### src/rtl/tff_pkg.sv
// Shared constants and helpers for the T-flip-flop modulo counter.
// Holds the direction encodings, the load clamp and the parameter legality test.
package tff_pkg;

  localparam logic DIR_UP = 1'b1;
  localparam logic DIR_DN = 1'b0;

  localparam int unsigned MAX_WIDTH = 16;

  // Load values at or above the modulus saturate to the top count.
  function automatic logic [MAX_WIDTH-1:0] clamp_mod(input logic [MAX_WIDTH-1:0] din,
                                                     input int unsigned mod);
    if (32'(din) < mod) return din;
    return MAX_WIDTH'(mod - 32'd1);
  endfunction

  function automatic bit params_legal(input int unsigned width, input int unsigned mod);
    return (width >= 32'd1) && (width <= MAX_WIDTH) &&
           (mod >= 32'd2) && (mod <= (32'd1 << width));
  endfunction

endpackage

### src/rtl/t_ff_cell.sv
// Single-bit T flip-flop with synchronous active-high reset.
// Reset clears the cell directly, independent of the toggle input.
module t_ff_cell (
  input  logic clk,
  input  logic rst,
  input  logic t,
  output logic q
);

  always_ff @(posedge clk) begin
    if (rst) q <= 1'b0;
    else     q <= q ^ t;
  end

endmodule

### src/rtl/tff_mod_counter.sv
// Modulo-MOD up/down counter built from T cells: next-state logic produces a
// per-bit toggle vector, tc is the combinational terminal decode, wrap a registered pulse.
module tff_mod_counter
  import tff_pkg::*;
#(
  parameter int unsigned WIDTH = 4,
  parameter int unsigned MOD   = 16
) (
  input  logic             clk,
  input  logic             rst,
  input  logic             en,
  input  logic             up_dn,
  input  logic             load,
  input  logic [WIDTH-1:0] din,
  output logic [WIDTH-1:0] q,
  output logic             tc,
  output logic             wrap
);

  localparam int unsigned    XW    = WIDTH + 1;
  localparam logic [WIDTH:0] MAX_X = XW'(MOD - 32'd1);

  if (!params_legal(WIDTH, MOD)) begin : g_bad_params
    $error("tff_mod_counter: illegal WIDTH=%0d / MOD=%0d", WIDTH, MOD);
  end

  logic [WIDTH:0]   q_x;
  logic [WIDTH-1:0] q_next;
  logic [WIDTH-1:0] t;
  logic [WIDTH-1:0] load_val;
  logic             at_max;
  logic             at_zero;
  logic             step_wrap;

  assign q_x      = {1'b0, q};
  assign at_max   = (q_x == MAX_X);
  assign at_zero  = (q == '0);
  assign load_val = WIDTH'(clamp_mod(MAX_WIDTH'(din), MOD));

  assign tc = en & ~load & ((up_dn == DIR_UP) ? at_max : at_zero);

  // Next-state selection in WIDTH+1 bits; load beats count, hold keeps q.
  always_comb begin
    q_next    = q;
    step_wrap = 1'b0;
    if (load) begin
      q_next = load_val;
    end else if (en) begin
      if (up_dn == DIR_UP) begin
        step_wrap = at_max;
        q_next    = at_max ? '0 : WIDTH'(q_x + XW'(1));
      end else begin
        step_wrap = at_zero;
        q_next    = at_zero ? WIDTH'(MAX_X) : WIDTH'(q_x - XW'(1));
      end
    end
  end

  assign t = q ^ q_next;

  for (genvar i = 0; i < WIDTH; i++) begin : g_cell
    t_ff_cell u_cell (
      .clk (clk),
      .rst (rst),
      .t   (t[i]),
      .q   (q[i])
    );
  end

  always_ff @(posedge clk) begin
    if (rst) wrap <= 1'b0;
    else     wrap <= step_wrap;
  end

endmodule

### config.mk
export PLATFORM = sky130hd
export DESIGN_NAME = tff_mod_counter
export DESIGN_NICKNAME = d
export VERILOG_FILES = /design/src/rtl/tff_pkg.sv /design/src/rtl/t_ff_cell.sv /design/src/rtl/tff_mod_counter.sv
export SDC_FILE = /design/constraint.sdc
export NUM_CORES = 1
export LEC_CHECK = 0
export BUFFER_PORTS_ARGS = -buffer_cell sky130_fd_sc_hd__clkbuf_2
export CORE_AREA = 10 10 47 49
export CTS_CLUSTER_SIZE = 14
export DETAILED_ROUTE_END_ITERATION = 6
export DIE_AREA = 0 0 57 59
export RECOVER_POWER = 50
export SYNTH_ARGS = -nofsm -noshare
export SYNTH_HDL_FRONTEND = slang
export SYNTH_SLANG_ARGS = --single-unit
### constraint.sdc
create_clock -name clk -period 1.8 [get_ports clk]
set_clock_uncertainty 0.2 [all_clocks]
set_input_delay 0.09 -clock clk [delete_from_list [all_inputs] [get_ports clk]]
set_output_delay 0.09 -clock clk [all_outputs]
set_load 0.005 [all_outputs]
==> flow_summary.toml, run 1 <==
[global_routing]
grt_pass1_wl_um = 1900
antenna_found_initial = 0
track_usage_pct = 6.98
grt_pass1_vias = 420
grt_start_max_net_pins = 12
gr-total-overflow = 0

[synth]
async_flop_share_pct = 0
yosysUniqueCellTypes = 31
synth_fp_nets = 60
yosysWarnings = 0
netlist_top_cells_count = "5 x dfxtp_1, 5 x inv_1, 4 x buf_4"
synth_top_area_share_pct = 23.7
synth_area_per_cell_um2 = 8.63
synth-main-ff-cell = "dfxtp_1"
synth_area_leaders = "dfxtp_1 24%, buf_4 7.1%, ha_1 5.9%, buf_6 5.3%, inv_1 4.4%"
synth-seq-cells = 5
synth-edff-count = 0
syn_inst = 49
synth_top_cell_by_area = "dfxtp_1"
synthesis.area_um2 = 423
yosysSeqAreaShare_pct = 23.7

[sta]
relSlewSlack_pct = 72.0
worstMarginPinSlew_ps = 419
tns_ps = 0
max_freq_ghz = 0.592
drv_slew = 0
min_period_ps = 1690
setup_slack_ps = 112
setup_violations = 0
finalHoldViolCount = 0
grt_setup_unrepaired = "no"
finalCritPeriodShare_pct = 93.8

[clock_network]
cts_tree = "yes"
cts-root-buf = "clkbuf_4"
post_cts_buffers = 0
cts_buffer_depth = 2
htreeDepth = 1
clkLatencyLatePin_ps = 240
cts_made_buffers = 3
clk_pin_slew_worst_paths_ps = 40
cts_sinks = 5

[placed_design]
dp.cells = 75
place_ws_ps = 199
hpwl_um = 823
gp_congestion = 0.848
numPortBuffers = 14

[critical_path]
cp_max_fo = 4
worstSetupPathType = "flop to primary output"
endpoint_kind = "primary output"
crit_required_ps = 1510
critPathLaunchType = "flop"
crit_arrival_ps = 1400

[route]
wl_per_cell_um = 13.9
routed_wl_um = 1190
drt_iter0_markers = 8
num_vias = 447
dr.pass1.iters = 4
vias_per_cell = 5.20
route.detailed.drc = 0
ant_nets = 0

[cells_and_area]
drive_gt1_share_pct = 38.6
seqCellArea_um2 = 101
areaGrowthSynthToFinish_pct = 43.2
fillCellCount = 155
antenna_cells = 0
nNetsFinal = 82
multi_input_area_um2 = 287
layout.cells.non_filler = 86

[floorplan]
start_util_pct = 30.2
die-area_mm2 = 0.00336
io_pins = 15
core_mm2 = 0.00140
die_w_um = 57
num_rows = 14
fp.dieH_um = 59

[power]
combinationalPowerShare_pct = 31.8
p_switching_uw = 114
p_per_area_mw_per_mm2 = 632
swShare_pct = 29.8
p_seq_share_pct = 35.1
vdd_drop_max_uv = 614
power.internal_uw = 269
p_clk_share_pct = 33.1
leakage_uw = 0.000257

[outcome]
status = "completed"

[run]
drv_cap = 0

[hold_path]
holdCritPathClass = "input pin to flop"
==> area by class of cell <==
type	instances	share of cell area (%)
multi-input combinational	32	47.3
timing repair buffer	24	25.2
sequential	5	16.7
clock buffer	4	4.34
tap	16	3.31
inverter	5	3.10
==> registers in the layout, summed over array words and instances (netlist names) <==
| register | cells |
|---|---|
| g_cell.u_cell.q | 4 |
| wrap | 1 |
==> metal layers <==
layer | wire [µm] | GRT usage [%] | part of all wire [%] | vias up
met5 | 0 | 0 | 0 | -
li1 | - | - | - | 225
met1 | 504 | 7.78 | 42 | 204
met4 | 0 | 0 | 0 | 0
met2 | 582 | 11.2 | 49 | 18
met3 | 105 | 5.15 | 8.8 | 0
==> worst max-delay path, cell delays in order (launching register included) <==
cell and delay [ps]:
dfxtp_2 330, inv_2 70, ha_4 140, nor4b_4 240, a41oi_2 80, nor3_2 170
buf_2 130
==> through the flow <==
step	cell area (µm²)	power, µW	util, %	hold WS [ps]
after floorplan	423	208	-	-40.9
after global placement	478	231	34.1	116
after detailed placement	478	231	34.1	116
after CTS	581	374	41.4	181
after global routing	606	406	43.2	233
final	606	383	43.2	219
==> power groups by stage <==
stage | clock network, µW | logic [µW] | registers [µW]
6_report | 127 | 122 | 134
5_1_grt | 135 | 134 | 137
4_1_cts | 131 | 113 | 131
3_5_place_dp | 0 | 99.2 | 132
3_3_place_gp | 0 | 98.9 | 132
2_1_floorplan | 0 | 78.8 | 129
==> layout by cell type, fill, tap and decap left out <==
cell	synthesis	layout
o32ai_1	1	1
o211a_1	1	1
ha_1	2	1
o21bai_1	1	1
o21ai_0	2	2
a21oi_1	2	2
inv_1	5	3
nand2_1	1	1
o211ai_1	1	1
or3_4	1	1
dfxtp_1	5	4
dlygate4sd3_1	0	7
or3_1	1	1
ha_4	0	1
mux2i_1	1	1
a21boi_0	1	1
buf_4	4	1
or2_2	1	1
nand2b_1	1	1
clkbuf_4	0	3
a31o_2	1	1
a311oi_1	1	1
xor2_1	1	1
inv_2	0	2
clkbuf_2	0	11
nor2_1	2	2
dfxtp_2	0	1
o2111ai_1	1	1
nor4b_4	0	1
o311ai_0	1	1
nand4_1	2	2
a41oi_1	2	1
a221oi_2	1	1
a41oi_2	0	1
clkbuf_1	0	5
nor3_2	0	1
nor4_1	1	1
buf_2	1	1
==> cells by family after synthesis <==
family          synth area share [%]
compound gates                  30.5
buf+inv                         18.0
simple gates                    17.5
xor+xnor                        2.07
flops                           23.7
fa+ha+maj                       5.92
mux                             2.37
==> final timing paths <==
kind,startpoint,endpoint,slack (ps),cells after the start
worst min-delay path,up_dn,wrap,220,3
worst max-delay path,g_cell[1].u_cell.q,tc,110,6
worst max register to register,g_cell[0].u_cell.q,g_cell[3].u_cell.q,190,4
worst min register to register,g_cell[1].u_cell.q,g_cell[1].u_cell.q,440,3
==> timing repair <==
action / in CTS / in global routing
resized for setup: 1 / 9
hold buffers: 7 / 0
hold endpoints to repair: 5 / 0
setup endpoints to repair: 1 / 1
pin swaps: 0 / 2
Note: power is estimated with default switching activity, not from simulation.
==> run 2: changes to the inputs <==
--- a/config.mk
+++ b/config.mk
@@ -13,4 +13,5 @@
 export RECOVER_POWER = 50
 export SYNTH_ARGS = -nofsm -noshare
 export SYNTH_HDL_FRONTEND = slang
+export SYNTH_HIERARCHICAL = 1
 export SYNTH_SLANG_ARGS = --single-unit
==> flow_summary.toml, run 2 <==
[hold_path]
holdCritPathClass = "input pin to flop"
hp-start = "en"
min_to = "wrap"
worstHoldPathCells = 4

[synth]
synth_area_leaders = "dfxtp_1 24%, xnor2_1 13%, ha_1 6.1%, nand2b_1 4.6%, xor2_1 4.3%"
yosysWarnings = 6
syn_inst = 52
synth_top_cell_by_area = "dfxtp_1"
yosysUniqueCellTypes = 23
synth-seq-cells = 5
synth_top_family_by_area = "simple AND/OR/NAND/NOR gates"
synth_top_area_share_pct = 24.4
synth-xor-area-share_pct = 17.1
synthMuxAreaShare_pct = 2.44
synth_simple_gate_area_share_pct = 28.7
synth_fp_nets = 63
synth_compound_area_share_pct = 14.9
synthesis.area_um2 = 410
yosys.area_share.adder_pct = 6.10
synth-edff-count = 0
netlist_top_cells_count = "6 x xnor2_1, 5 x dfxtp_1, 4 x inv_1, 4 x nand2_1, 4 x nor2_1"
async_flop_share_pct = 0
synth_area_per_cell_um2 = 7.89
yosysMostFrequentCell = "xnor2_1"
yosysSeqAreaShare_pct = 24.4
synth-main-ff-cell = "dfxtp_1"

[clock_network]
cts_buffer_depth = 2
clk_pin_slew_worst_paths_ps = 50
cts_sinks = 5
cts-root-buf = "clkbuf_4"
cts_made_buffers = 3
clkLatencyLatePin_ps = 260
cts_tree = "yes"
htreeDepth = 1

[route]
wl_per_cell_um = 12.9
vias_per_cell = 4.94
drt_iter0_markers = 4
route.detailed.drc = 0
routed_wl_um = 1210
num_vias = 464
ant_nets = 0
dr.pass1.iters = 4

[cells_and_area]
regMostFlops = "g_cell.u_cell/q"
areaGrowthSynthToFinish_pct = 54.9
antenna_cells = 0
fin_util_pct = 45.4
largest_reg_flops = 4
nNetsFinal = 90
layout_commonest_cell = "clkbuf_2"
reg_top3 = "g_cell.u_cell/q x4, wrap x1"
final_area_um2 = 636
drive_gt1_share_pct = 46.2
fillCellCount = 148
layout.cells.most_common_list = "12 x clkbuf_2, 6 x xnor2_1, 5 x buf_4"

[global_routing]
track_usage_pct = 7.70
antenna_found_initial = 0
use_met1_pct = 9.16
grt_pass1_vias = 467
grt_pass1_wl_um = 2020
grt_use_met3_pct = 4.51
grt-busiest-layer = "met2"
met2_usage_pct = 10.1
grt_start_max_net_pins = 10
gr-total-overflow = 0

[placed_design]
hpwl_um = 864
placed_area_um2 = 527
gp_congestion = 0.815
numPortBuffers = 14
place_ws_ps = 45.2

[sta]
max_freq_ghz = 0.549
drv_slew = 0
worstMarginPinSlew_ps = 326
setup_violations = 1
setup_slack_ps = -21.5
finalCritPeriodShare_pct = 101
relSlewSlack_pct = 78.1
finalHoldViolCount = 0
grt_setup_unrepaired = "yes"
hold_ws_ps = 101
min_period_ps = 1820

[floorplan]
num_rows = 14
fp.dieH_um = 59
io_pins = 15
die_w_um = 57
start_util_pct = 29.3
die-area_mm2 = 0.00336
core_mm2 = 0.00140

[critical_path]
r2r-start = "g_cell[0].u_cell/q"
rr_endpoint = "g_cell[3].u_cell/q"
reg2reg_slack_ps = 30
endpoint_kind = "primary output"
crit_arrival_ps = 1530
ff2ff_path_depth = 8
worstSetupPathType = "flop to primary output"
cp_max_fo = 2
critPathLaunchType = "flop"
crit_required_ps = 1510

[run]
drv_cap = 0

[power]
vdd_drop_max_uv = 619
leakage_uw = 0.000278
p_per_area_mw_per_mm2 = 1420

[outcome]
violations = "setup timing"
status = "complete, but fails checks"
## run 2: cell types whose count changed after synthesis, moves of 2 or more
cell / delta
buf_4: -4
xnor2_1: +6
nand2b_1: +2
nand3_1: +2
a41oi_1: -2
nand2_1: +3
nor2_1: +2
## run 2: area by class of cell
cell class | count | area [µm²] | share of cell area [%]
Sequential cell | 5 | 103 | 16.1
Multi-Input combinational cell | 42 | 320 | 50.4
Tap cell | 16 | 20.0 | 3.15
Clock inverter | 1 | 5.00 | 0.787
Timing Repair Buffer | 23 | 150 | 23.6
Inverter | 4 | 15.0 | 2.36
Clock buffer | 3 | 22.5 | 3.54
## run 2: cells by family (layout without fill, tap and decap cells)
group / count (synthesis) / in the layout
simple gates: 21 / 21
compound gates: 10 / 10
xor+xnor: 8 / 8
flops: 5 / 5
buf+inv: 5 / 31
fa+ha+maj: 2 / 2
mux: 1 / 1
## run 2: worst max path at each step
stage,start,end,slack (ps),depth (start not counted)
floorplan,g_cell[1].u_cell/q,g_cell[3].u_cell/q,1,7
global placement,g_cell[0].u_cell/q,g_cell[3].u_cell/q,20,6
detailed placement,g_cell[0].u_cell/q,g_cell[0].u_cell/q,50,7
CTS,g_cell[0].u_cell/q,tc,-30,5
global route,g_cell[0].u_cell/q,tc,-90,5
finish,g_cell[0].u_cell/q,tc,-20,5
## run 2: metal layers
layer,up-vias,part of all wire [%]
met5,-,0
met4,0,1.7
met3,2,7.0
met2,19,45
met1,210,46
li1,233,-
## run 2: stage by stage
stage	TNS [ps]	power [µW]	cells
2_1_floorplan	0	473	52
4_1_cts	-36.3	862	94
5_1_grt	-186	982	94
6_report	-21.5	901	94
3_3_place_gp	0	621	86
3_5_place_dp	0	622	86
## run 2: timing repair
action                     in CTS  in global routing
hold buffers                    1                  0
hold endpoints to repair        5                  0
setup endpoints to repair       1                  3
buffers inserted                3                  0
gates resized for setup         7                  8
pin swaps                       3                  8
## run 2: power breakdown
| part | switching (µW) | internal [µW] |
|---|---|---|
| sequential | 50.8 | 152 |
| clock | 62.1 | 81.3 |
| combinational | 244 | 310 |
| total | 357 | 544 |
## run 2: critical path, stage by stage, from the launching register on
cell and delay [ps]:
dfxtp_2 330, inv_2 70, ha_4 120, or4b_4 460
a21oi_2 150, buf_2 130
==> run 3: changes to the inputs <==
--- a/config.mk
+++ b/config.mk
@@ -10,7 +10,7 @@
 export CTS_CLUSTER_SIZE = 14
 export DETAILED_ROUTE_END_ITERATION = 6
 export DIE_AREA = 0 0 57 59
-export RECOVER_POWER = 50
+export RECOVER_POWER = 100
 export SYNTH_ARGS = -nofsm -noshare
 export SYNTH_HDL_FRONTEND = slang
 export SYNTH_HIERARCHICAL = 1
==> flow_summary.toml, run 3 (synthesized netlist as in run 2, its figures left out) <==
[outcome]
status = "complete, but fails checks"
violations = "setup timing"

[sta]
finalCritPeriodShare_pct = 101
setup_violations = 1
relSlewSlack_pct = 78.1
grt_setup_unrepaired = "yes"
drv_slew = 0
worstMarginPinSlew_ps = 326
finalHoldViolCount = 0
setup_slack_ps = -19.2
min_period_ps = 1820
max_freq_ghz = 0.550

[global_routing]
grt_start_max_net_pins = 10
grt_pass1_vias = 467
grt_pass1_wl_um = 2020
track_usage_pct = 7.70
gr-total-overflow = 0
antenna_found_initial = 0

[floorplan]
num_rows = 14
core_mm2 = 0.00140
start_util_pct = 29.3
io_pins = 15
fp.dieH_um = 59
die-area_mm2 = 0.00336
die_w_um = 57

[placed_design]
numPortBuffers = 14
dp.cells = 86
gp_congestion = 0.815
placed_area_um2 = 527
place_ws_ps = 45.2
hpwl_um = 864

[critical_path]
path_cells = "inv_2 > ha_4 > or4b_4 > a21oi_2 > buf_2"
crit_arrival_ps = 1530
worstSetupPathType = "flop to primary output"
crit_required_ps = 1510
cpMaxStageDelayCell = "or4b_4"
critPathLaunchType = "flop"
crit_start = "g_cell[0].u_cell/q"
cpPeakStageDelay_ps = 460
ff2ff_path_depth = 7
endpoint_kind = "primary output"
reg2reg_slack_ps = 30
cp_max_fo = 2
r2r-start = "g_cell[1].u_cell/q"

[power]
leakage_uw = 0.000274
vdd_drop_max_uv = 618
p_per_area_mw_per_mm2 = 1420

[cells_and_area]
largest_reg_flops = 4
layout_commonest_cell = "clkbuf_2"
reg_top3 = "g_cell.u_cell/q x4, wrap x1"
antenna_cells = 0
layout.cells.most_common_list = "12 x clkbuf_2, 6 x xnor2_1, 4 x nand2_1, 4 x nor2_1, 4 x buf_4"
seqCellArea_um2 = 103
areaGrowthSynthToFinish_pct = 54.0
fillCellCount = 148
nNetsFinal = 90
fin_util_pct = 45.1
multi_input_area_um2 = 320
final_area_um2 = 632
drive_gt1_share_pct = 44.9
layout.cells.non_filler = 94
regMostFlops = "g_cell.u_cell/q"

[run]
drv_cap = 0

[clock_network]
cts_sinks = 5
cts_tree = "yes"
htreeDepth = 1
clk_pin_slew_worst_paths_ps = 50
cts_made_buffers = 3
clkLatencyLatePin_ps = 260
cts_buffer_depth = 2
cts-root-buf = "clkbuf_4"

[route]
ant_nets = 0
routed_wl_um = 1220
num_vias = 467
vias_per_cell = 4.97
dr.pass1.iters = 4
drt_iter0_markers = 5
wl_per_cell_um = 13.0
route.detailed.drc = 0

[hold_path]
hp-start = "en"
holdCritPathClass = "input pin to flop"
worstHoldPathCells = 4
-- run 3: path summary, 6_finish.rpt --
check | to
max | tc
min | wrap
max reg2reg | g_cell[3].u_cell/q
min reg2reg | g_cell[3].u_cell/q
-- run 3: area by class of cell --
type                    count  share of cell area [%]
multi-input cells          42                    50.7
inverters                   4                    2.38
flip-flops and latches      5                    16.2
well taps                  16                    3.17
repair buffers             23                    23.2
clock inverters             1                   0.792
clock buffers               3                    3.56
-- run 3: metal layers --
metal	wire length [µm]	vias to the layer above	GRT usage (%)
li1	-	233	-
met1	565	215	9.16
met2	551	17	10.1
met3	80	2	4.51
met4	21	0	5.03
met5	0	-	0
-- run 3: stage by stage --
| stage | hold slack, ps | total power, µW | setup TNS [ps] |
|---|---|---|---|
| finish | 99.5 | 894 | -19.2 |
| CTS | 102 | 862 | -36.3 |
| global route | 110 | 975 | -186 |
| detailed placement | 134 | 622 | 0 |
| global placement | 131 | 621 | 0 |
| floorplan | -44.2 | 473 | 0 |
-- run 3: timing repair --
action,4_1_cts,5_1_grt
setup endpoints to repair,1,3
pin swaps,3,8
endpoints found under the hold margin,5,0
resized for setup,7,8
hold buffers,1,0
buffers inserted,3,0
-- run 3: report_power, final --
| part | internal [µW] | leakage [µW] | switching [µW] | total (µW) |
|---|---|---|---|---|
| clock network | 81.3 | 0.0000177 | 62.1 | 143 |
| logic | 304 | 0.000214 | 245 | 549 |
| registers | 152 | 0.0000419 | 49.9 | 202 |
-- run 3: worst max-delay path: cells and delay by family, from the launching register on --
family | cells | cell delay (ps)
compound gates | 1 | 150
simple gates | 1 | 460
flops | 1 | 330
fa+ha+maj | 1 | 120
buf+inv | 2 | 200
